$ cat config.mk
export PLATFORM = sky130hd
export DESIGN_NAME = stat_dump_flat
export DESIGN_NICKNAME = d
export VERILOG_FILES = /design/src/rtl/stat_dump_pkg.sv /design/src/rtl/stat_dump_if.sv /design/src/rtl/stat_dump_uart_tx_byte.sv /design/src/rtl/stat_dump.sv /design/src/flat_wrapper.sv
export SDC_FILE = /design/constraint.sdc
export NUM_CORES = 1
export LEC_CHECK = 0
export CORE_UTILIZATION = 40
export DETAILED_ROUTE_END_ITERATION = 16
export GPL_TIMING_DRIVEN = 0
export PLACE_DENSITY_LB_ADDON = 0.3
export SKIP_CTS_REPAIR_TIMING = 1
export SLEW_MARGIN = 20
export SYNTH_ARGS = -nofsm -noshare
export SYNTH_HDL_FRONTEND = slang
export SYNTH_SLANG_ARGS = --single-unit
export TNS_END_PERCENT = 10
$ cat constraint.sdc
create_clock -name clk -period 15.75 [get_ports clk]
set_input_delay 2.3625 -clock clk [delete_from_list [all_inputs] [get_ports clk]]
set_output_delay 2.3625 -clock clk [all_outputs]
set_load 0.03 [all_outputs]
$ cat src/rtl/stat_dump_pkg.sv
// stat_pkg: shared FSM type, ASCII constants and character counts for stat_dump.
// Defining STAT_DUMP_HEADER_EN prefixes every dump with "ST:".
package stat_pkg;
    localparam int CLK_DIV_DEF = 868;
    localparam logic [7:0] ASCII_SP = 8'h20;
    localparam logic [7:0] ASCII_CR = 8'h0D;
    localparam logic [7:0] ASCII_LF = 8'h0A;
    localparam logic [7:0] HDR_S = 8'h53;
    localparam logic [7:0] HDR_T = 8'h54;
    localparam logic [7:0] HDR_C = 8'h3A;
    localparam int BODY_CHARS = 46;
`ifdef STAT_DUMP_HEADER_EN
    localparam int HDR_CHARS = 3;
`else
    localparam int HDR_CHARS = 0;
`endif
    localparam int N_CHARS = HDR_CHARS + BODY_CHARS;
    typedef enum logic [1:0] {IDLE, START_BIT, DATA, STOP} state_t;
    function automatic logic [7:0] hex_ascii(input logic [3:0] n);
        return n < 4'd10 ? 8'h30 + {4'h0, n} : 8'h37 + {4'h0, n};
    endfunction
endpackage

$ cat src/rtl/stat_dump_if.sv
// stat_dump_if: counter inputs, dump request and UART/status outputs of stat_dump.
interface stat_dump_if;
    logic        start;
    logic [31:0] total_cycles;
    logic [31:0] uncondi_num;
    logic [31:0] condi_num;
    logic [31:0] condi_suc_num;
    logic [31:0] syscall_out;
    logic        tx;
    logic        busy;
    logic        done;
    modport master (output start, total_cycles, uncondi_num, condi_num, condi_suc_num, syscall_out,
                    input tx, busy, done);
    modport slave  (input start, total_cycles, uncondi_num, condi_num, condi_suc_num, syscall_out,
                    output tx, busy, done);
endinterface

$ cat src/rtl/stat_dump_uart_tx_byte.sv
// uart_tx_byte: 8N1 byte framer; accepts the next byte in the last stop-bit cycle so frames abut.
module uart_tx_byte
    import stat_pkg::*;
#(
    parameter int CLK_DIV = CLK_DIV_DEF
) (
    input  logic       clk,
    input  logic       rst,
    input  logic [7:0] data_i,
    input  logic       valid_i,
    output logic       ready_o,
    output logic       eob_o,
    output logic       tx_o
);
    state_t      state_q, state_d;
    logic [15:0] baud_q, baud_d;
    logic [2:0]  bit_q, bit_d;
    logic [7:0]  sh_q, sh_d;
    logic        tx_q, tx_d;
    logic        bit_end;
    assign bit_end = baud_q == 16'(CLK_DIV - 1);
    assign eob_o   = state_q == STOP && bit_end;
    assign ready_o = state_q == IDLE || eob_o;
    assign tx_o    = tx_q;
    always_ff @(posedge clk) begin
        if (rst) begin
            state_q <= IDLE;
            baud_q  <= '0;
            bit_q   <= '0;
            sh_q    <= '0;
            tx_q    <= 1'b1;
        end else begin
            state_q <= state_d;
            baud_q  <= baud_d;
            bit_q   <= bit_d;
            sh_q    <= sh_d;
            tx_q    <= tx_d;
        end
    end
    always_comb begin
        state_d = state_q;
        baud_d  = (state_q == IDLE || bit_end) ? 16'd0 : baud_q + 16'd1;
        bit_d   = bit_q;
        sh_d    = sh_q;
        tx_d    = tx_q;
        if (valid_i && ready_o) begin
            state_d = START_BIT;
            sh_d    = data_i;
            tx_d    = 1'b0;
        end else if (bit_end) begin
            case (state_q)
                START_BIT: begin
                    state_d = DATA;
                    bit_d   = 3'd0;
                    tx_d    = sh_q[0];
                    sh_d    = {1'b0, sh_q[7:1]};
                end
                DATA: begin
                    state_d = bit_q == 3'd7 ? STOP : DATA;
                    bit_d   = bit_q + 3'd1;
                    tx_d    = bit_q == 3'd7 ? 1'b1 : sh_q[0];
                    sh_d    = {1'b0, sh_q[7:1]};
                end
                STOP:    state_d = IDLE;
                default: state_d = IDLE;
            endcase
        end
    end
endmodule

$ cat src/rtl/stat_dump.sv
// stat_dump: snapshots five 32-bit counters and streams them as hex text over a UART.
// Defining STAT_DUMP_HEADER_EN prefixes each dump with "ST:".
module stat_dump
    import stat_pkg::*;
#(
    parameter int CLK_DIV = CLK_DIV_DEF
) (
    input  logic        clk,
    input  logic        rst,
    stat_dump_if.slave  bus
);
    logic [4:0][31:0] cnt_in, snap_q, snap_d, src;
    logic             busy_q, busy_d, done_q, done_d;
    logic [5:0]       idx_q, idx_d, rel;
    logic [2:0]       word_sel;
    logic [3:0]       pos, nib;
    logic [31:0]      word;
    logic [7:0]       ch;
    logic             valid, ready, eob;
    assign cnt_in = {bus.syscall_out, bus.condi_suc_num, bus.condi_num, bus.uncondi_num, bus.total_cycles};
    // Character 0 is launched on the accepting edge, so it is built from the live inputs.
    assign src   = busy_q ? snap_q : cnt_in;
    assign valid = busy_q ? idx_q != 6'(N_CHARS) : bus.start;
    always_comb begin
        rel      = idx_q - 6'(HDR_CHARS);
        word_sel = 3'(rel / 6'd9);
        pos      = 4'(rel % 6'd9);
        word     = src[word_sel];
        nib      = 4'(word >> {~pos[2:0], 2'b00});
        ch       = rel == 6'(BODY_CHARS - 1) ? ASCII_LF :
                   pos == 4'd8 ? (word_sel == 3'd4 ? ASCII_CR : ASCII_SP) : hex_ascii(nib);
`ifdef STAT_DUMP_HEADER_EN
        ch       = idx_q == 6'd0 ? HDR_S : idx_q == 6'd1 ? HDR_T : idx_q == 6'd2 ? HDR_C : ch;
`endif
    end
    always_comb begin
        busy_d = busy_q;
        done_d = 1'b0;
        idx_d  = idx_q;
        snap_d = snap_q;
        if (!busy_q) begin
            if (bus.start) begin
                busy_d = 1'b1;
                idx_d  = 6'd1;
                snap_d = cnt_in;
            end
        end else if (eob && idx_q == 6'(N_CHARS)) begin
            busy_d = 1'b0;
            done_d = 1'b1;
            idx_d  = 6'd0;
        end else if (valid && ready) begin
            idx_d  = idx_q + 6'd1;
        end
    end
    always_ff @(posedge clk) begin
        if (rst) begin
            busy_q <= 1'b0;
            done_q <= 1'b0;
            idx_q  <= '0;
            snap_q <= '0;
        end else begin
            busy_q <= busy_d;
            done_q <= done_d;
            idx_q  <= idx_d;
            snap_q <= snap_d;
        end
    end
    uart_tx_byte #(.CLK_DIV(CLK_DIV)) u_tx (
        .clk     (clk),
        .rst     (rst),
        .data_i  (ch),
        .valid_i (valid),
        .ready_o (ready),
        .eob_o   (eob),
        .tx_o    (bus.tx)
    );
    assign bus.busy = busy_q;
    assign bus.done = done_q;
endmodule

$ cat src/flat_wrapper.sv
// flat-port wrapper written by rule: the top's interface ports become plain ports
module stat_dump_flat import stat_pkg::*;
#(
    parameter int CLK_DIV = CLK_DIV_DEF
)
  (clk, rst, bus_start, bus_total_cycles, bus_uncondi_num, bus_condi_num, bus_condi_suc_num, bus_syscall_out, bus_tx, bus_busy, bus_done);
  stat_dump_if bus_i ();
  input  logic clk;
  input  logic rst;
  input wire logic [$bits(bus_i.start)-1:0] bus_start;
  input wire logic [$bits(bus_i.total_cycles)-1:0] bus_total_cycles;
  input wire logic [$bits(bus_i.uncondi_num)-1:0] bus_uncondi_num;
  input wire logic [$bits(bus_i.condi_num)-1:0] bus_condi_num;
  input wire logic [$bits(bus_i.condi_suc_num)-1:0] bus_condi_suc_num;
  input wire logic [$bits(bus_i.syscall_out)-1:0] bus_syscall_out;
  output wire logic [$bits(bus_i.tx)-1:0] bus_tx;
  output wire logic [$bits(bus_i.busy)-1:0] bus_busy;
  output wire logic [$bits(bus_i.done)-1:0] bus_done;
  assign bus_i.start = bus_start;
  assign bus_i.total_cycles = bus_total_cycles;
  assign bus_i.uncondi_num = bus_uncondi_num;
  assign bus_i.condi_num = bus_condi_num;
  assign bus_i.condi_suc_num = bus_condi_suc_num;
  assign bus_i.syscall_out = bus_syscall_out;
  assign bus_tx = bus_i.tx;
  assign bus_busy = bus_i.busy;
  assign bus_done = bus_i.done;
  stat_dump #(.CLK_DIV(CLK_DIV)) u_core (.clk(clk), .rst(rst), .bus(bus_i));
endmodule
==> results of run 1 <==
cell usage after synthesis (10+ instances only):
library cell	count
ha_1	15
inv_1	14
mux2_2	14
xor2_1	10
clkbuf_1	74
nor3_1	11
o21ai_0	30
a221oi_1	10
a31oi_1	12
nand3_1	30
nand2_1	374
nor2_1	64
dfxtp_1	197
a21oi_1	198
buf_2	13
mux2i_1	53
mux4_2	39
worst max-delay path by stage:
stage / endpoint / depth (start not counted)
floorplan: u_core.u_tx.sh_q[2]$_SDFFE_PP0P_ / 28
global placement: u_core.u_tx.sh_q[2]$_SDFFE_PP0P_ / 28
detailed placement: u_core.u_tx.sh_q[2]$_SDFFE_PP0P_ / 28
CTS: u_core.u_tx.sh_q[2]$_SDFFE_PP0P_ / 28
global route: u_core.u_tx.sh_q[2]$_SDFFE_PP0P_ / 28
finish: u_core.u_tx.sh_q[2]$_SDFFE_PP0P_ / 28
flip-flops by register name, summed over array words and instances, names as in the netlist:
| register | cells |
|---|---|
| u_core.u_tx.bit_q | 3 |
| u_core.u_tx.tx_o | 1 |
| u_core.snap_q | 160 |
| u_core.bus.done | 1 |
| u_core.idx_q | 6 |
| u_core.bus.busy | 1 |
| u_core.u_tx.sh_q | 7 |
| u_core.u_tx.baud_q | 16 |
| u_core.u_tx.state_q | 2 |
cell type report:
type	instances	area, sq um	share of cell area [%]
clock buffer	18	439	3.19
buffer	103	472	3.43
sequential	197	3940	28.7
multi-input combinational	1041	6580	47.8
tap	341	427	3.10
timing repair buffer	166	1660	12.1
clock inverter	14	179	1.30
inverter	15	56.3	0.409
per-layer routing:
metal	vias up	routed length [microns]
met4	2	2580
met1	5401	17500
li1	5172	-
met3	140	4230
met2	614	19800
met5	-	13
cell families (layout without fill, tap and decap cells):
family | Yosys count | after routing | share of synthesized area, %
XOR/XNOR | 21 | 21 | 1.90
flip-flops | 197 | 197 | 35.7
AND/OR/NAND/NOR | 536 | 536 | 20.5
buffers and inverters | 118 | 316 | 4.77
multiplexers | 110 | 110 | 14.6
adder cells (fa/ha/maj) | 15 | 15 | 1.70
AO/OA/AOI/OAI | 359 | 359 | 20.7
report_power, final:
part | internal, W | total, W | switching [W] | leakage, nW
Combinational | 0.000101 | 0.000235 | 0.000134 | 3.10
Clock | 0.000222 | 0.000463 | 0.000241 | 0.301
Sequential | 0.000525 | 0.000539 | 0.0000147 | 1.61
critical path: cells and delay by family, from the launching register on:
| family | cells | cell delay [ns] |
|---|---|---|
| compound gates | 10 | 2.92 |
| xor+xnor | 1 | 0.76 |
| fa+ha+maj | 3 | 0.77 |
| buf+inv | 8 | 1.85 |
| flops | 1 | 0.32 |
| mux | 1 | 0.42 |
| simple gates | 5 | 1.06 |
per-stage QoR:
step | area [sq um] | util [%] | setup WS (ns) | total power, W
global placement | 13100 | 48.5 | 7.61 | 0.000775
detailed placement | 13100 | 48.6 | 7.97 | 0.000778
finish | 13800 | 50.9 | 7.56 | 0.00124
CTS | 13700 | 50.8 | 7.93 | 0.00123
floorplan | 11000 | - | 9.81 | 0.000669
global route | 13800 | 50.9 | 7.36 | 0.00127
==> reports/qor.yml, run 1 <==
setup_path:
  crit_fanout: 10
  cpPeakStageDelay_ns: 0.81
  rr_endpoint: "u_core.u_tx.sh_q[2]$_SDFFE_PP0P_"
  cp-startpoint: "u_core.idx_q[2]$_SDFFE_PP0P_"
  critPathCaptureType: "register"
  critPathRequiredTime_ns: 16.12
  worstSetupPathType: "reg2reg"
  ff2ff_path_depth: 28
  r2r_setup_slack_ns: 7.56
  startpoint_type: "register"
  crit_path_top_delay_cell: "o31ai_2"
  worstReg2RegStart: "u_core.idx_q[2]$_SDFFE_PP0P_"
  crit_arrival_ns: 8.56
floorplanning:
  initial_core_util_pct: 40.8
  io_pins: 166
  std_cell_rows: 60
  coreArea_sq_um: 27000
  die_w_microns: 168
  fp.dieH_microns: 168
  die-area_sq_um: 28300
synth:
  yosysTopAreaCellShare_pct: 35.7
  async_flop_share_pct: 0
  synth_top_area_cell: "dfxtp_1"
  syn_area_sq_um: 11000
  synthTopCellsByArea: "dfxtp_1 (36%), nand2_1 (13%), a21oi_1 (9.0%)"
  synth_seq_area_share_pct: 35.7
  synth_ff_type: "dfxtp_1"
  synth_edf_count: 0
  synth_seq_cells: 197
  yosysWarnings: 0
  postSynthCellCount: 1356
  syn-num-nets: 1534
  ys_types: 85
  synth.avg_cell_area_sq_um: 8.14
grt:
  met2_usage_pct: 49.3
  grtUsageTotal_pct: 31.1
  overflow: 0
  grt_pass1_vias: 10900
  grt_use_met3_pct: 7.87
  grt_use_met1_pct: 38.7
  busiest_layer: "met2"
  grt_max_degree: 22
  grt_pass1_wl_mm: 65.6
  grt_antenna_before_repair: 1
clocking:
  insertion_delay_ns: 0.46
  cts_buffers: 17
  clock-sinks: 197
  clkTransAtPathRegs_ns: 0.08
  root_buffer: "clkbuf_16"
  h-tree-depth: 4
  cts_buffer_depth: 2
  cts_tree: "yes"
layout:
  final_cell_mix: "nand2_1 (374), a21oi_1 (198), dfxtp_1 (197)"
  syn2layout_area_growth_pct: 24.6
  antenna_cells: 0
  drive_gt1_share_pct: 8.88
  final_common_cell: "nand2_1"
  stdcell_count: 1895
  final_nets: 1719
  fillers: 2625
detailed_routing:
  ant_nets: 0
  drc: 0
  wl_mm: 44.1
  drt-pass1-iter-count: 5
  vias: 11300
  drtIter0Drc: 1039
  avgRoutedWirePerCell_microns: 23.3
  vias_per_cell: 5.98
timing:
  max_freq_mhz: 122
  clock-skew-final_ns: 0.0198
  period_minus_slack_ns: 8.19
  finalCritPeriodShare_pct: 52.0
  hold_ws_ns: 0.453
  setup_viol: 0
  finalHoldViolCount: 0
  drv_slew: 0
  tns_ns: 0
  relSlewSlack_pct: 22.8
  rsz0062_at_grt: "false"
  tightestPinTransition_ns: 1.16
placed_design:
  gp_congestion: 1.00
  portBuffers: 165
  hpwl_mm: 33.1
  dp.cells: 1862
worst_hold_path:
  hold_end: "u_core.u_tx.baud_q[0]$_SDFF_PP0_"
  hold_path.class: "reg2reg"
  min_from: "u_core.u_tx.baud_q[0]$_SDFF_PP0_"
  whs_path_depth: 1
power_and_ir_drop:
  ir_drop_mv: 0.0975
  p_leak_nw: 5.01
  powerDensity_nw_per_um2: 89.9
status:
  status: "complete, no violations"
run:
  drv_cap: 0
Note: power is estimated with default switching activity, not from simulation.
==> run 2, diff against run 1 <==
- clock period: 15.75 -> 7.3 ns (I/O delays scaled with it)
==> run 2 against run 1 <==
  * Clock power rose by 120%
  * Global-route usage unchanged
  * Maximum frequency is 15% higher
  * Largest power group unchanged
==> reports/qor.yml, run 2 (synthesis gave the netlist of run 1 again) <==
grt:
  grtUsageTotal_pct: 31.1  # unchanged
  overflow: 0  # unchanged
  grt_max_degree: 22  # unchanged
  grt_antenna_before_repair: 1  # unchanged
  grt_pass1_vias: 10900  # unchanged
  grt_pass1_wl_mm: 65.6  # unchanged
detailed_routing:
  drt-pass1-iter-count: 6  # +1
  vias: 11300  # +0.18%
  wl_mm: 44.1  # about the same
  drc: 0  # unchanged
  ant_nets: 0  # unchanged
  vias_per_cell: 5.99  # +0.12%
  avgRoutedWirePerCell_microns: 23.3  # about the same
  drtIter0Drc: 999  # -3.8%
setup_path:
  crit_fanout: 10  # unchanged
  cpPeakStageDelay_ns: 0.56  # -0.25 ns
  crit_arrival_ns: 7.48  # -1.08 ns
  startpoint_type: "register"
  worstSetupPathType: "reg2reg"
  cp_num_buf_inv: 8  # unchanged
  path_delay_family: "compound AO/OA/AOI/OAI gates"
  critPathRequiredTime_ns: 7.68  # -8.44 ns
  critPathCaptureType: "register"
  crit_path_top_delay_cell: "a211oi_4"
placed_design:
  portBuffers: 165  # unchanged
  place_area_sq_um: 13100  # unchanged
  hpwl_mm: 33.1  # unchanged
  gp_congestion: 1.00  # unchanged
  dp.cells: 1862  # unchanged
layout:
  final_cell_mix: "nand2_1 (374), a21oi_1 (198), dfxtp_1 (197)"
  final_common_cell: "nand2_1"
  syn2layout_area_growth_pct: 25.2
  fillers: 2618  # -0.27%
  multi_input_area_sq_um: 6630  # +0.74%
  reg_top3: "u_core.snap_q x160, u_core.u_tx.baud_q x16, u_core.u_tx.sh_q x7"
  ff_latch_area_sq_um: 3940  # unchanged
  final_nets: 1720  # +0.058%
  final_area_sq_um: 13800  # +0.46%
  stdcell_count: 1896  # +0.053%
  drive_gt1_share_pct: 9.32  # +0.44 points
  antenna_cells: 0  # unchanged
  regMostFlops: "u_core.snap_q"
  largest_register_ffs: 160  # unchanged
timing:
  max_freq_mhz: 141  # +15%
  hold_ws_ns: 0.453  # -0.000131 ns
  drv_slew: 0  # unchanged
  finalCritPeriodShare_pct: 97.3  # +45 points
  relSlewSlack_pct: 23.8  # +1.0 points
  setup_viol: 0  # unchanged
  clock-skew-final_ns: 0.0204  # +0.000590 ns
  finalHoldViolCount: 0  # unchanged
  period_minus_slack_ns: 7.11  # -1.08 ns
  rsz0062_at_grt: "false"
  tightestPinTransition_ns: 1.14  # -0.0156 ns
  tns_ns: 0  # unchanged
clocking:
  root_buffer: "clkbuf_16"
  insertion_delay_ns: 0.46  # about the same
  h-tree-depth: 4  # unchanged
  clock-sinks: 197  # unchanged
  cts_buffer_depth: 2  # unchanged
  cts_tree: "yes"
  clkTransAtPathRegs_ns: 0.08  # about the same
  cts_buffers: 17  # unchanged
floorplanning:
  die_w_microns: 168  # unchanged
  std_cell_rows: 60  # unchanged
  die-area_sq_um: 28300  # unchanged
  initial_core_util_pct: 40.8  # unchanged
  io_pins: 166  # unchanged
  coreArea_sq_um: 27000  # unchanged
  fp.dieH_microns: 168  # unchanged
status:
  status: "complete, no violations"
worst_hold_path:
  hold_path.class: "reg2reg"
power_and_ir_drop:
  p_leak_nw: 5.04  # +0.55%
  ir_drop_mv: 0.208  # +110%
  fin_total_pwr_w: 0.00267  # +120%
  powerDensity_nw_per_um2: 193  # +110%
run:
  drv_cap: 0  # unchanged
[run 2: metal layers]
metal | global-route usage (%) | vias up | part of all wire, %
met1 | 38.7 | 5420 | 40
met3 | 7.87 | 135 | 9.4
met2 | 49.3 | 619 | 45
met4 | 17.5 | 2 | 5.8
met5 | 0 | - | 0.029
li1 | - | 5173 | -
[run 2: through the flow]
stage          utilization, %  setup slack (ns)
3_3_place_gp             48.5            -0.843
3_5_place_dp             48.6            -0.475
2_1_floorplan               -              1.36
5_1_grt                  51.1           0.00887
4_1_cts                  50.8            -0.516
6_report                 51.1             0.194
[run 2: final timing paths]
path                                                        from                                to  slack [ns]  depth (start not counted)
worst max-delay path                u_core.idx_q[3]$_SDFFE_PP0P_  u_core.u_tx.sh_q[2]$_SDFFE_PP0P_        0.19                         27
worst min-delay path            u_core.u_tx.baud_q[0]$_SDFF_PP0_  u_core.u_tx.baud_q[0]$_SDFF_PP0_        0.45                          1
worst max register to register      u_core.idx_q[3]$_SDFFE_PP0P_  u_core.u_tx.sh_q[2]$_SDFFE_PP0P_        0.19                         27
worst min register to register  u_core.u_tx.baud_q[0]$_SDFF_PP0_  u_core.u_tx.baud_q[0]$_SDFF_PP0_        0.45                          1
[run 2: area by class of cell]
type	instances	area share [%]
clock inverter	14	1.29
clock buffer	18	3.18
sequential	197	28.5
buffer	103	3.44
multi-input combinational	1041	47.9
inverter	15	0.435
tap	341	3.09
timing repair buffer	167	12.1
[run 2: worst register-to-register path, stage by stage, from the launching register on]
cell	delay, ns
dfxtp_1	0.33
buf_6	0.14
clkbuf_1	0.43
o31ai_4	0.12
nor2_1	0.10
nor2_1	0.07
ha_1	0.19
buf_2	0.17
mux2_4	0.31
a211oi_4	0.56
xnor2_4	0.25
inv_1	0.11
ha_1	0.29
o2111ai_1	0.23
o21bai_4	0.20
nand2_2	0.15
buf_6	0.21
buf_2	0.38
buf_2	0.43
mux4_2	0.42
a311oi_1	0.48
o311a_1	0.26
a22oi_1	0.08
o41ai_2	0.14
ha_1	0.27
inv_1	0.05
or4b_1	0.52
a31oi_1	0.13
[run 2: power by group]
group / internal [W] / total [W] / switching, W
sequential: 0.00113 / 0.00116 / 0.0000322
clock: 0.000479 / 0.000999 / 0.000520
combinational: 0.000219 / 0.000507 / 0.000289
